--- src/rtl/uart_rx_pkt_parser_if.sv ---
// Byte-stream bundle between the RX FIFO, the packet parser and the payload sink.
// master = parser side; slave = FIFO and payload-sink side.
interface uart_rx_pkt_parser_if #(
  parameter int D_W   = 8,
  parameter int ERR_W = 8
);
  logic [D_W-1:0]   ff_data;
  logic             ff_empty;
  logic             rd_en;
  logic [D_W-1:0]   pl_data;
  logic             pl_valid;
  logic             pl_ready;
  logic             pl_last;
  logic             pkt_ok;
  logic             pkt_err;
  logic [1:0]       err_code;
  logic [ERR_W-1:0] err_cnt;

  modport master (
    input  ff_data, ff_empty, pl_ready,
    output rd_en, pl_data, pl_valid, pl_last, pkt_ok, pkt_err, err_code, err_cnt
  );

  modport slave (
    output ff_data, ff_empty, pl_ready,
    input  rd_en, pl_data, pl_valid, pl_last, pkt_ok, pkt_err, err_code, err_cnt
  );
endinterface

--- src/rtl/uart_rx_pkt_parser.sv ---
// Pops RX FIFO bytes, parses [SOF][LEN][PAYLOAD][CHK] frames and streams payload; 1 byte per 2 clk peak,
// pkt_ok/pkt_err one cycle after the CHK byte. Sink backpressure stalls FIFO pops and freezes the timeout.
module uart_rx_pkt_parser #(
  parameter int             D_W     = 8,
  parameter logic [D_W-1:0] SOF     = 8'hA5,
  parameter int             MAX_LEN = 32,
  parameter int             TIMEOUT = 1024,
  parameter int             ERR_W   = 8
) (
  input  logic clk,
  input  logic rst,
  uart_rx_pkt_parser_if.master bus
);

  localparam int             REM_W    = $clog2(MAX_LEN + 1);
  localparam int             CNT_W    = $clog2(TIMEOUT);
  localparam logic [D_W-1:0] MAX_B    = D_W'(MAX_LEN);
  localparam logic [CNT_W-1:0] TMO_LAST = CNT_W'(TIMEOUT - 1);

  typedef enum logic [1:0] {HUNT, LEN, PAYLOAD, CHK} state_t;

  state_t             state;
  state_t             state_nxt;
  logic               armed;
  logic               inflight;
  logic [D_W-1:0]     rx_byte;
  logic [REM_W-1:0]   remaining;
  logic [D_W-1:0]     chk;
  logic [CNT_W-1:0]   tmo_cnt;

  logic [D_W-1:0]     pl_data_q;
  logic               pl_valid_q;
  logic               pl_last_q;
  logic               pkt_ok_q;
  logic               pkt_err_q;
  logic [1:0]         err_code_q;
  logic [ERR_W-1:0]   err_cnt_q;

  logic               hs;
  logic               stalled;
  logic               slot_free;
  logic               len_ok;
  logic               tmo_cnt_en;
  logic               tmo_hit;

  logic               rd_en_c;
  logic               pl_load;
  logic               len_load;
  logic               ok_set;
  logic               err_set;
  logic [1:0]         err_code_nxt;

  // The FIFO presents data the cycle after a pop, so that cycle is the capture cycle.
  assign rx_byte    = bus.ff_data;
  assign hs         = pl_valid_q & bus.pl_ready;
  assign stalled    = pl_valid_q & ~bus.pl_ready;
  assign slot_free  = ~pl_valid_q | bus.pl_ready;
  assign len_ok     = (rx_byte != '0) && (rx_byte <= MAX_B);
  assign tmo_cnt_en = (state != HUNT) && !inflight && !stalled;
  assign tmo_hit    = tmo_cnt_en && (tmo_cnt == TMO_LAST);

  always_ff @(posedge clk or negedge rst) begin
    if (!rst) begin
      state <= HUNT;
    end else begin
      state <= state_nxt;
    end
  end

  always_comb begin
    state_nxt = state;
    if (tmo_hit) begin
      state_nxt = HUNT;
    end else if (inflight) begin
      case (state)
        HUNT:    if (rx_byte == SOF) state_nxt = LEN;
        LEN:     state_nxt = len_ok ? PAYLOAD : HUNT;
        CHK:     state_nxt = HUNT;
        default: state_nxt = state;
      endcase
    end else if (state == PAYLOAD && hs && remaining == '0) begin
      state_nxt = CHK;
    end
  end

  always_comb begin
    rd_en_c      = armed && !bus.ff_empty && !inflight && (state != PAYLOAD || slot_free);
    len_load     = inflight && state == LEN && len_ok;
    pl_load      = inflight && state == PAYLOAD;
    ok_set       = inflight && state == CHK && rx_byte == chk;
    err_set      = 1'b0;
    err_code_nxt = 2'd0;
    if (tmo_hit) begin
      err_set      = 1'b1;
      err_code_nxt = 2'd3;
    end else if (inflight && state == LEN && !len_ok) begin
      err_set      = 1'b1;
      err_code_nxt = 2'd1;
    end else if (inflight && state == CHK && rx_byte != chk) begin
      err_set      = 1'b1;
      err_code_nxt = 2'd2;
    end
  end

  always_ff @(posedge clk or negedge rst) begin
    if (!rst) begin
      armed      <= 1'b0;
      inflight   <= 1'b0;
      remaining  <= '0;
      chk        <= '0;
      tmo_cnt    <= '0;
      pl_data_q  <= '0;
      pl_valid_q <= 1'b0;
      pl_last_q  <= 1'b0;
      pkt_ok_q   <= 1'b0;
      pkt_err_q  <= 1'b0;
      err_code_q <= 2'd0;
      err_cnt_q  <= '0;
    end else begin
      armed    <= 1'b1;
      inflight <= rd_en_c;

      if (state == HUNT || inflight || tmo_hit) begin
        tmo_cnt <= '0;
      end else if (tmo_cnt_en) begin
        tmo_cnt <= tmo_cnt + CNT_W'(1);
      end

      if (len_load) begin
        remaining <= rx_byte[REM_W-1:0];
        chk       <= rx_byte;
      end

      // A byte is only popped in PAYLOAD when the slot is free, so load and handshake never collide.
      if (pl_load) begin
        pl_data_q  <= rx_byte;
        pl_valid_q <= 1'b1;
        pl_last_q  <= (remaining == REM_W'(1));
        chk        <= chk ^ rx_byte;
        remaining  <= remaining - REM_W'(1);
      end else if (hs) begin
        pl_valid_q <= 1'b0;
        pl_last_q  <= 1'b0;
      end

      pkt_ok_q  <= ok_set;
      pkt_err_q <= err_set;
      if (err_set) begin
        err_code_q <= err_code_nxt;
        if (err_cnt_q != '1) begin
          err_cnt_q <= err_cnt_q + ERR_W'(1);
        end
      end
    end
  end

  assign bus.rd_en    = rd_en_c;
  assign bus.pl_data  = pl_data_q;
  assign bus.pl_valid = pl_valid_q;
  assign bus.pl_last  = pl_last_q;
  assign bus.pkt_ok   = pkt_ok_q;
  assign bus.pkt_err  = pkt_err_q;
  assign bus.err_code = err_code_q;
  assign bus.err_cnt  = err_cnt_q;

endmodule

--- src/flat_wrapper.sv ---
// flat-port wrapper written by rule: the top's interface ports become plain ports
module uart_rx_pkt_parser_flat 
#(
  parameter int             D_W     = 8,
  parameter logic [D_W-1:0] SOF     = 8'hA5,
  parameter int             MAX_LEN = 32,
  parameter int             TIMEOUT = 1024,
  parameter int             ERR_W   = 8
)
  (clk, rst, bus_ff_data, bus_ff_empty, bus_pl_ready, bus_rd_en, bus_pl_data, bus_pl_valid, bus_pl_last, bus_pkt_ok, bus_pkt_err, bus_err_code, bus_err_cnt);
  uart_rx_pkt_parser_if #(.D_W(D_W), .ERR_W(ERR_W)) bus_i ();
  input  logic clk;
  input  logic rst;
  input wire logic [$bits(bus_i.ff_data)-1:0] bus_ff_data;
  input wire logic [$bits(bus_i.ff_empty)-1:0] bus_ff_empty;
  input wire logic [$bits(bus_i.pl_ready)-1:0] bus_pl_ready;
  output wire logic [$bits(bus_i.rd_en)-1:0] bus_rd_en;
  output wire logic [$bits(bus_i.pl_data)-1:0] bus_pl_data;
  output wire logic [$bits(bus_i.pl_valid)-1:0] bus_pl_valid;
  output wire logic [$bits(bus_i.pl_last)-1:0] bus_pl_last;
  output wire logic [$bits(bus_i.pkt_ok)-1:0] bus_pkt_ok;
  output wire logic [$bits(bus_i.pkt_err)-1:0] bus_pkt_err;
  output wire logic [$bits(bus_i.err_code)-1:0] bus_err_code;
  output wire logic [$bits(bus_i.err_cnt)-1:0] bus_err_cnt;
  assign bus_i.ff_data = bus_ff_data;
  assign bus_i.ff_empty = bus_ff_empty;
  assign bus_i.pl_ready = bus_pl_ready;
  assign bus_rd_en = bus_i.rd_en;
  assign bus_pl_data = bus_i.pl_data;
  assign bus_pl_valid = bus_i.pl_valid;
  assign bus_pl_last = bus_i.pl_last;
  assign bus_pkt_ok = bus_i.pkt_ok;
  assign bus_pkt_err = bus_i.pkt_err;
  assign bus_err_code = bus_i.err_code;
  assign bus_err_cnt = bus_i.err_cnt;
  uart_rx_pkt_parser #(.D_W(D_W), .SOF(SOF), .MAX_LEN(MAX_LEN), .TIMEOUT(TIMEOUT), .ERR_W(ERR_W)) u_core (.clk(clk), .rst(rst), .bus(bus_i));
endmodule
--- config.mk ---
export PLATFORM = sky130hd
export DESIGN_NAME = uart_rx_pkt_parser_flat
export DESIGN_NICKNAME = d
export VERILOG_FILES = /design/src/rtl/uart_rx_pkt_parser_if.sv /design/src/rtl/uart_rx_pkt_parser.sv /design/src/flat_wrapper.sv
export SDC_FILE = /design/constraint.sdc
export NUM_CORES = 1
export LEC_CHECK = 0
export BUFFER_PORTS_ARGS = -buffer_cell sky130_fd_sc_hd__buf_2
export CAP_MARGIN = 10
export CORE_ASPECT_RATIO = 0.7
export CORE_MARGIN = 2
export CORE_UTILIZATION = 30
export DETAILED_ROUTE_END_ITERATION = 8
export PLACE_DENSITY = 0.5
export SYNTH_ARGS = -nofsm -noshare
export SYNTH_HDL_FRONTEND = slang
export SYNTH_SLANG_ARGS = --single-unit
--- constraint.sdc ---
create_clock -name clk -period 5 [get_ports clk]
set_input_delay 0.5 -clock clk [delete_from_list [all_inputs] [get_ports clk]]
set_output_delay 0.5 -clock clk [all_outputs]
set_load 0.03 [all_outputs]
# Word level (Yosys, flattened, before mapping)
# Cells that the tools add are included.
classes:
  reduce_logical: 33
  n_mux: 21
  bitwise_logic: 6
  add_sub_neg: 3
  n_mul: 0
  order_cmp: 1
  n_shift: 0
  div: 0
  eq_ne: 12
op_table:
  columns: ["op", "n"]
  rows:
  - ["10-bit two-way mux", 2]
  - ["1-bit logical AND", 16]
  - ["2-bit two-way mux", 8]
  - ["8-bit two-way mux", 2]
  - ["6-bit two-way mux", 2]
  - ["10-bit by 1-bit adder with 10-bit output (second input constant)", 1]
  - ["10-bit equality test (second input constant)", 1]
  - ["8-bit by 1-bit adder with 8-bit output (second input constant)", 1]
  - ["8-bit equality test", 1]
  - ["8-bit equality test (second input constant)", 1]
  - ["8-bit by 6-bit <= comparator with 1-bit output (second input constant)", 1]
  - ["8-bit != test", 1]
  - ["8-bit != test (second input constant)", 1]
  - ["2-bit nonzero test", 4]
  - ["8-bit nonzero test", 1]
  - ["8-bit XOR", 1]
  - ["6-bit by 1-bit equality test with 1-bit output (second input constant)", 1]
  - ["6-bit zero test", 1]
  - ["1-bit two-way mux", 6]
  - ["2-bit one-hot mux with 3 select lines", 1]
  - ["6-bit by 1-bit subtractor with 6-bit output (second input constant)", 1]
  - ["5-bit != test (second input constant)", 1]
  - ["2-bit equality test (second input constant)", 2]
  - ["1-bit zero test", 4]
  - ["11 further kinds", 15]
totals:
  regBits: 50
  latch_bits: 0
  mem_count: 0
  mem_bits_rw: 0
  rom_bits: 0
  elab_cells: 89

# Longest topological paths before layout
depth:
  depth_word: 7
  ltp_mapped: 9
  mapped_depth_nobuf: 8

# Worst setup path after synthesis
# No wires, ideal clock.
synth_path:
  path_kind: "input to register"
  start: "input bus_ff_data[1]"
  end: "register u_core.err_cnt_q[1], in the netlist u_core.bus.err_cnt[1]"
  cell_stages: 5
  path_buffers: 0
  arrival_time_ps: 1997
  slack_ps: 2876
  path_cell_list: "or3_4 > o31a_1 > o31ai_1 > a31oi_2 > mux2_1"
synth_between:
  elab_chain_len: 7
synth_rtl:
  columns: ["item", "line_no", "rtl"]
  rows:
  - ["start: declaration", "flat_wrapper.sv:14", "input wire logic [$bits(bus_i.ff_data)-1:0] bus_ff_data;"]
  - ["8-bit by 6-bit <= comparator with 1-bit output or 8-bit nonzero test (tied branches)", "uart_rx_pkt_parser.sv:58", "assign len_ok = (rx_byte != '0) && (rx_byte <= MAX_B);"]
  - ["1-bit logical AND", "uart_rx_pkt_parser.sv:58", null]
  - ["1-bit zero test", "uart_rx_pkt_parser.sv:96", "end else if (inflight && state == LEN && !len_ok) begin"]
  - ["1-bit logical AND", "uart_rx_pkt_parser.sv:96", null]
  - ["1-bit two-way mux (*)", "uart_rx_pkt_parser.sv:96", null]
  - ["1-bit two-way mux (*)", "uart_rx_pkt_parser.sv:93", "if (tmo_hit) begin"]
  - ["2-bit AND reduction (no source line) (*)", null, null]
  - ["end signal: assignment", "uart_rx_pkt_parser.sv:151", "err_cnt_q <= err_cnt_q + ERR_W'(1);"]
  - ["end: declaration", "uart_rx_pkt_parser.sv:37", "logic [ERR_W-1:0] err_cnt_q;"]
# Mark *: on every way between the ends. The rest lies on a longest branch, timed or not.
# A chain may end at the register's enable or synchronous reset.

# Worst setup path in the final report
layout_path:
  start: "register u_core.state[0]"
  end: "register u_core.chk[4]"
layout_between:
  elab_chain_len: 4
layout_rtl:
  columns: ["item", "line_no", "rtl"]
  rows:
  - ["start: declaration", "uart_rx_pkt_parser.sv:22", "state_t state;"]
  - ["start signal: assignment", "uart_rx_pkt_parser.sv:66", "state <= state_nxt;"]
  - ["2-bit by 1-bit equality test with 1-bit output", "uart_rx_pkt_parser.sv:88", "len_load = inflight && state == LEN && len_ok;"]
  - ["1-bit logical AND (2 in series)", "uart_rx_pkt_parser.sv:88", null]
  - ["2-bit nonzero test (no source line)", null, null]
  - ["end signal: assignment", "uart_rx_pkt_parser.sv:131", "chk <= rx_byte;"]
  - ["end signal: assignment", "uart_rx_pkt_parser.sv:139", "chk <= chk ^ rx_byte;"]
  - ["end: declaration", "uart_rx_pkt_parser.sv:28", "logic [D_W-1:0] chk;"]
# Parallel ways exist; a longest one is shown, timed or not.

==> results_dict.tcl <==
set metrics [dict create \
    synth_edf_count 0 \
    synth_top_area_share_pct 48.3 \
    grt_overflow_total 0 \
    dieArea_um2 9410 \
    vias 1972 \
    cts.clk_slew.worst_paths_ns 0.07 \
    finalHoldViolCount 0 \
    status "finished, final reports clean" \
    yosysWarningCount 0 \
    antenna_cells 0 \
    nets 309 \
    clockRootBuffer "clkbuf_16" \
    ctsResizeCount 0 \
    synth.cells.most_frequent "50 x dfrtp_1, 27 x nor2_1, 26 x nand2_1" \
    drv_slew 0 \
    async_flop_share_pct 100 \
    synth_seq_area_share_pct 48.3 \
    start_util_pct 30.8 \
    die_x_um 115 \
    cts.sinks 50 \
    avgSynthCellArea_um2 10.1 \
    grt_max_degree 51 \
    htreeDepth 2 \
    r2r_setup_slack_ns 2.55 \
    avgRoutedWirePerCell_um 14.6 \
    drive_above_1_share_pct 19.4 \
    gp_congestion 0.811 \
    ys_top_cells_by_area "dfrtp_1 48%, xnor2_1 6.1%, ha_1 4.3%, nor2_1 3.9%, nand2_1 3.8%" \
    cts_tree "yes" \
    grt_pass1_wl_um 9250 \
    worst_pin_slew_ns 0.780 \
    ys_ff_latch 50 \
    antenna_found_initial 0 \
    firstDrtPassIters 4 \
    cts_setup_buffers 0 \
    synthFlopType "dfrtp_1" \
    num_rows 28 \
    core_area_um2 8410 \
    endpoint_kind "flop" \
    clock_insertion_delay_worst_skew_ns 0.29 \
    synth_nets 277 \
    dieHeight_um 81.8 \
    reg2reg_from "u_core.state[0]" \
    grt_usage_pct 12.7 \
    syn_area_um2 2590 \
    drtIter0Drc 125 \
    path_class "reg2reg" \
    syn_inst 256 \
    reg2reg_to "u_core.chk[4]" \
    r2r_cells 6 \
    layout_worst_path_cycle_share_pct 49.0 \
    pin_count 35 \
    worstPathRequired_ns 5.19 \
    yosysMostFrequentCell "dfrtp_1" \
    synth_top_cell_by_area "dfrtp_1" \
    antenna_left 0 \
    fmax_ghz 0.408 \
    placed_area_um2 2860 \
    first_global_vias 1742 \
    wirelength_um 5760 \
    p_per_area_nw_per_um2 496 \
    relSlewSlack_pct 47.8 \
    synth_cell_types 48 \
    max_cap_violations 0 \
    irDropWorstVdd_v 0.000146 \
    drc 0 \
    hold_class "in2async" \
    fin_crit_ns 2.45 \
    start_kind "flop" \
    finClkSkew_ns 0.00607 \
    port_buffers 34 \
    finalInstanceArea_um2 3020 \
    worstPathArrival_ns 2.64 \
    area_delta_synth_final_pct 16.7 \
    cp_max_fo 17 \
    avgViaCountPerCell 5.01 \
    p_leak_uw 0.00135 \
    clk_path_buf_depth 2 \
    cts_made_buffers 5 \
    setup_violations 0 \
    rsz0062_at_grt "no" \
    final_core_util_pct 36.0 \
    post-place-ws_ns 2.45 \
    setup_ws_ns 2.55 \
    ctsHoldBuffers 0 \
    place_hpwl_um 4060 \
    fin_tns_setup_ns 0 \
]
[flip-flops by register name, indices dropped and copies added, names as in the netlist]
signal / count
u_core.bus.pkt_err: 1
u_core.armed: 1
u_core.bus.pl_data: 8
u_core.remaining: 6
u_core.tmo_cnt: 10
u_core.state: 2
u_core.bus.pkt_ok: 1
u_core.chk: 8
u_core.bus.err_cnt: 8
u_core.inflight: 1
u_core.bus.err_code: 2
u_core.bus.pl_last: 1
u_core.bus.pl_valid: 1
[final cells by class]
cell class	count	area, µm²
fillers	861	5380
inverters	8	30.0
multi-input cells	188	1270
clock inverters	2	37.5
well taps	105	131
flip-flops and latches	50	1250
clock buffers	6	129
repair buffers	35	178
[critical path, cell delays in order, from the launching register on]
cell,delay [ns]
dfrtp_1,0.42
inv_1,0.10
ha_1,0.37
nand2_1,0.55
nand2_1,0.52
a21oi_1,0.12
a311oi_1,0.26
[where the power goes]
group	switching [µW]	total, µW	internal (µW)
sequential	97.9	613	515
combinational	320	500	181
clock	151	387	237
total	568	1500	933
[layer usage]
metal  global-route usage (%)  share of wire (%)
met5                        0                  0
met4                     3.61                1.0
met3                     2.73                3.8
met2                     16.8                 38
met1                     20.3                 57
[worst max path at each step]
stage,depth (start not counted),slack [ns],to,start
after floorplan,5,2.88,u_core.bus.err_cnt[1],bus_ff_data[1]
after global placement,6,2.46,u_core.bus.err_cnt[1],bus_ff_data[1]
after detailed placement,7,2.45,u_core.chk[6],bus_ff_data[1]
after CTS,6,2.51,u_core.chk[4],u_core.state[0]
after global routing,6,2.30,u_core.chk[4],u_core.state[0]
final,6,2.55,u_core.chk[4],u_core.state[0]
[metrics by stage]
step | instances | power, µW | hold WS (ns)
after CTS | 394 | 1520 | 0.359
after global placement | 386 | 1120 | 0.465
after detailed placement | 386 | 1120 | 0.471
final | 394 | 1500 | 0.324
after floorplan | 256 | 966 | 0.204
after global routing | 394 | 1600 | 0.400
[cell usage in the layout (no fill, tap or decap), drive strengths merged, types with 2 or more instances in the layout]
cell type / netlist / final
and4: 2 / 2
ha: 9 / 9
mux2i: 6 / 6
buf: 3 / 35
nor2: 27 / 27
o21ai: 9 / 9
clkbuf: 7 / 6
a31oi: 4 / 4
or3: 3 / 3
nand2b: 3 / 3
nor2b: 2 / 2
xnor2: 18 / 18
dfrtp: 50 / 50
o31ai: 2 / 2
a21oi: 10 / 10
and2: 3 / 3
a311oi: 7 / 7
mux2: 8 / 8
nand2: 26 / 26
nor3: 7 / 7
nand4: 9 / 9
nand3: 8 / 8
and3: 4 / 4
inv: 8 / 8
xor2: 6 / 6
or2: 2 / 2
[cells by family after synthesis]
kind of cell    Yosys count  share of synthesized area, %
compound gates           40                          10.9
xor+xnor                 24                          8.11
fa+ha+maj                 9                          4.35
buf+inv                  18                          2.80
flops                    50                          48.3
mux                      14                          5.79
other cells               1                         0.145
simple gates            100                          19.6
Power figures use the tool's default switching activity.
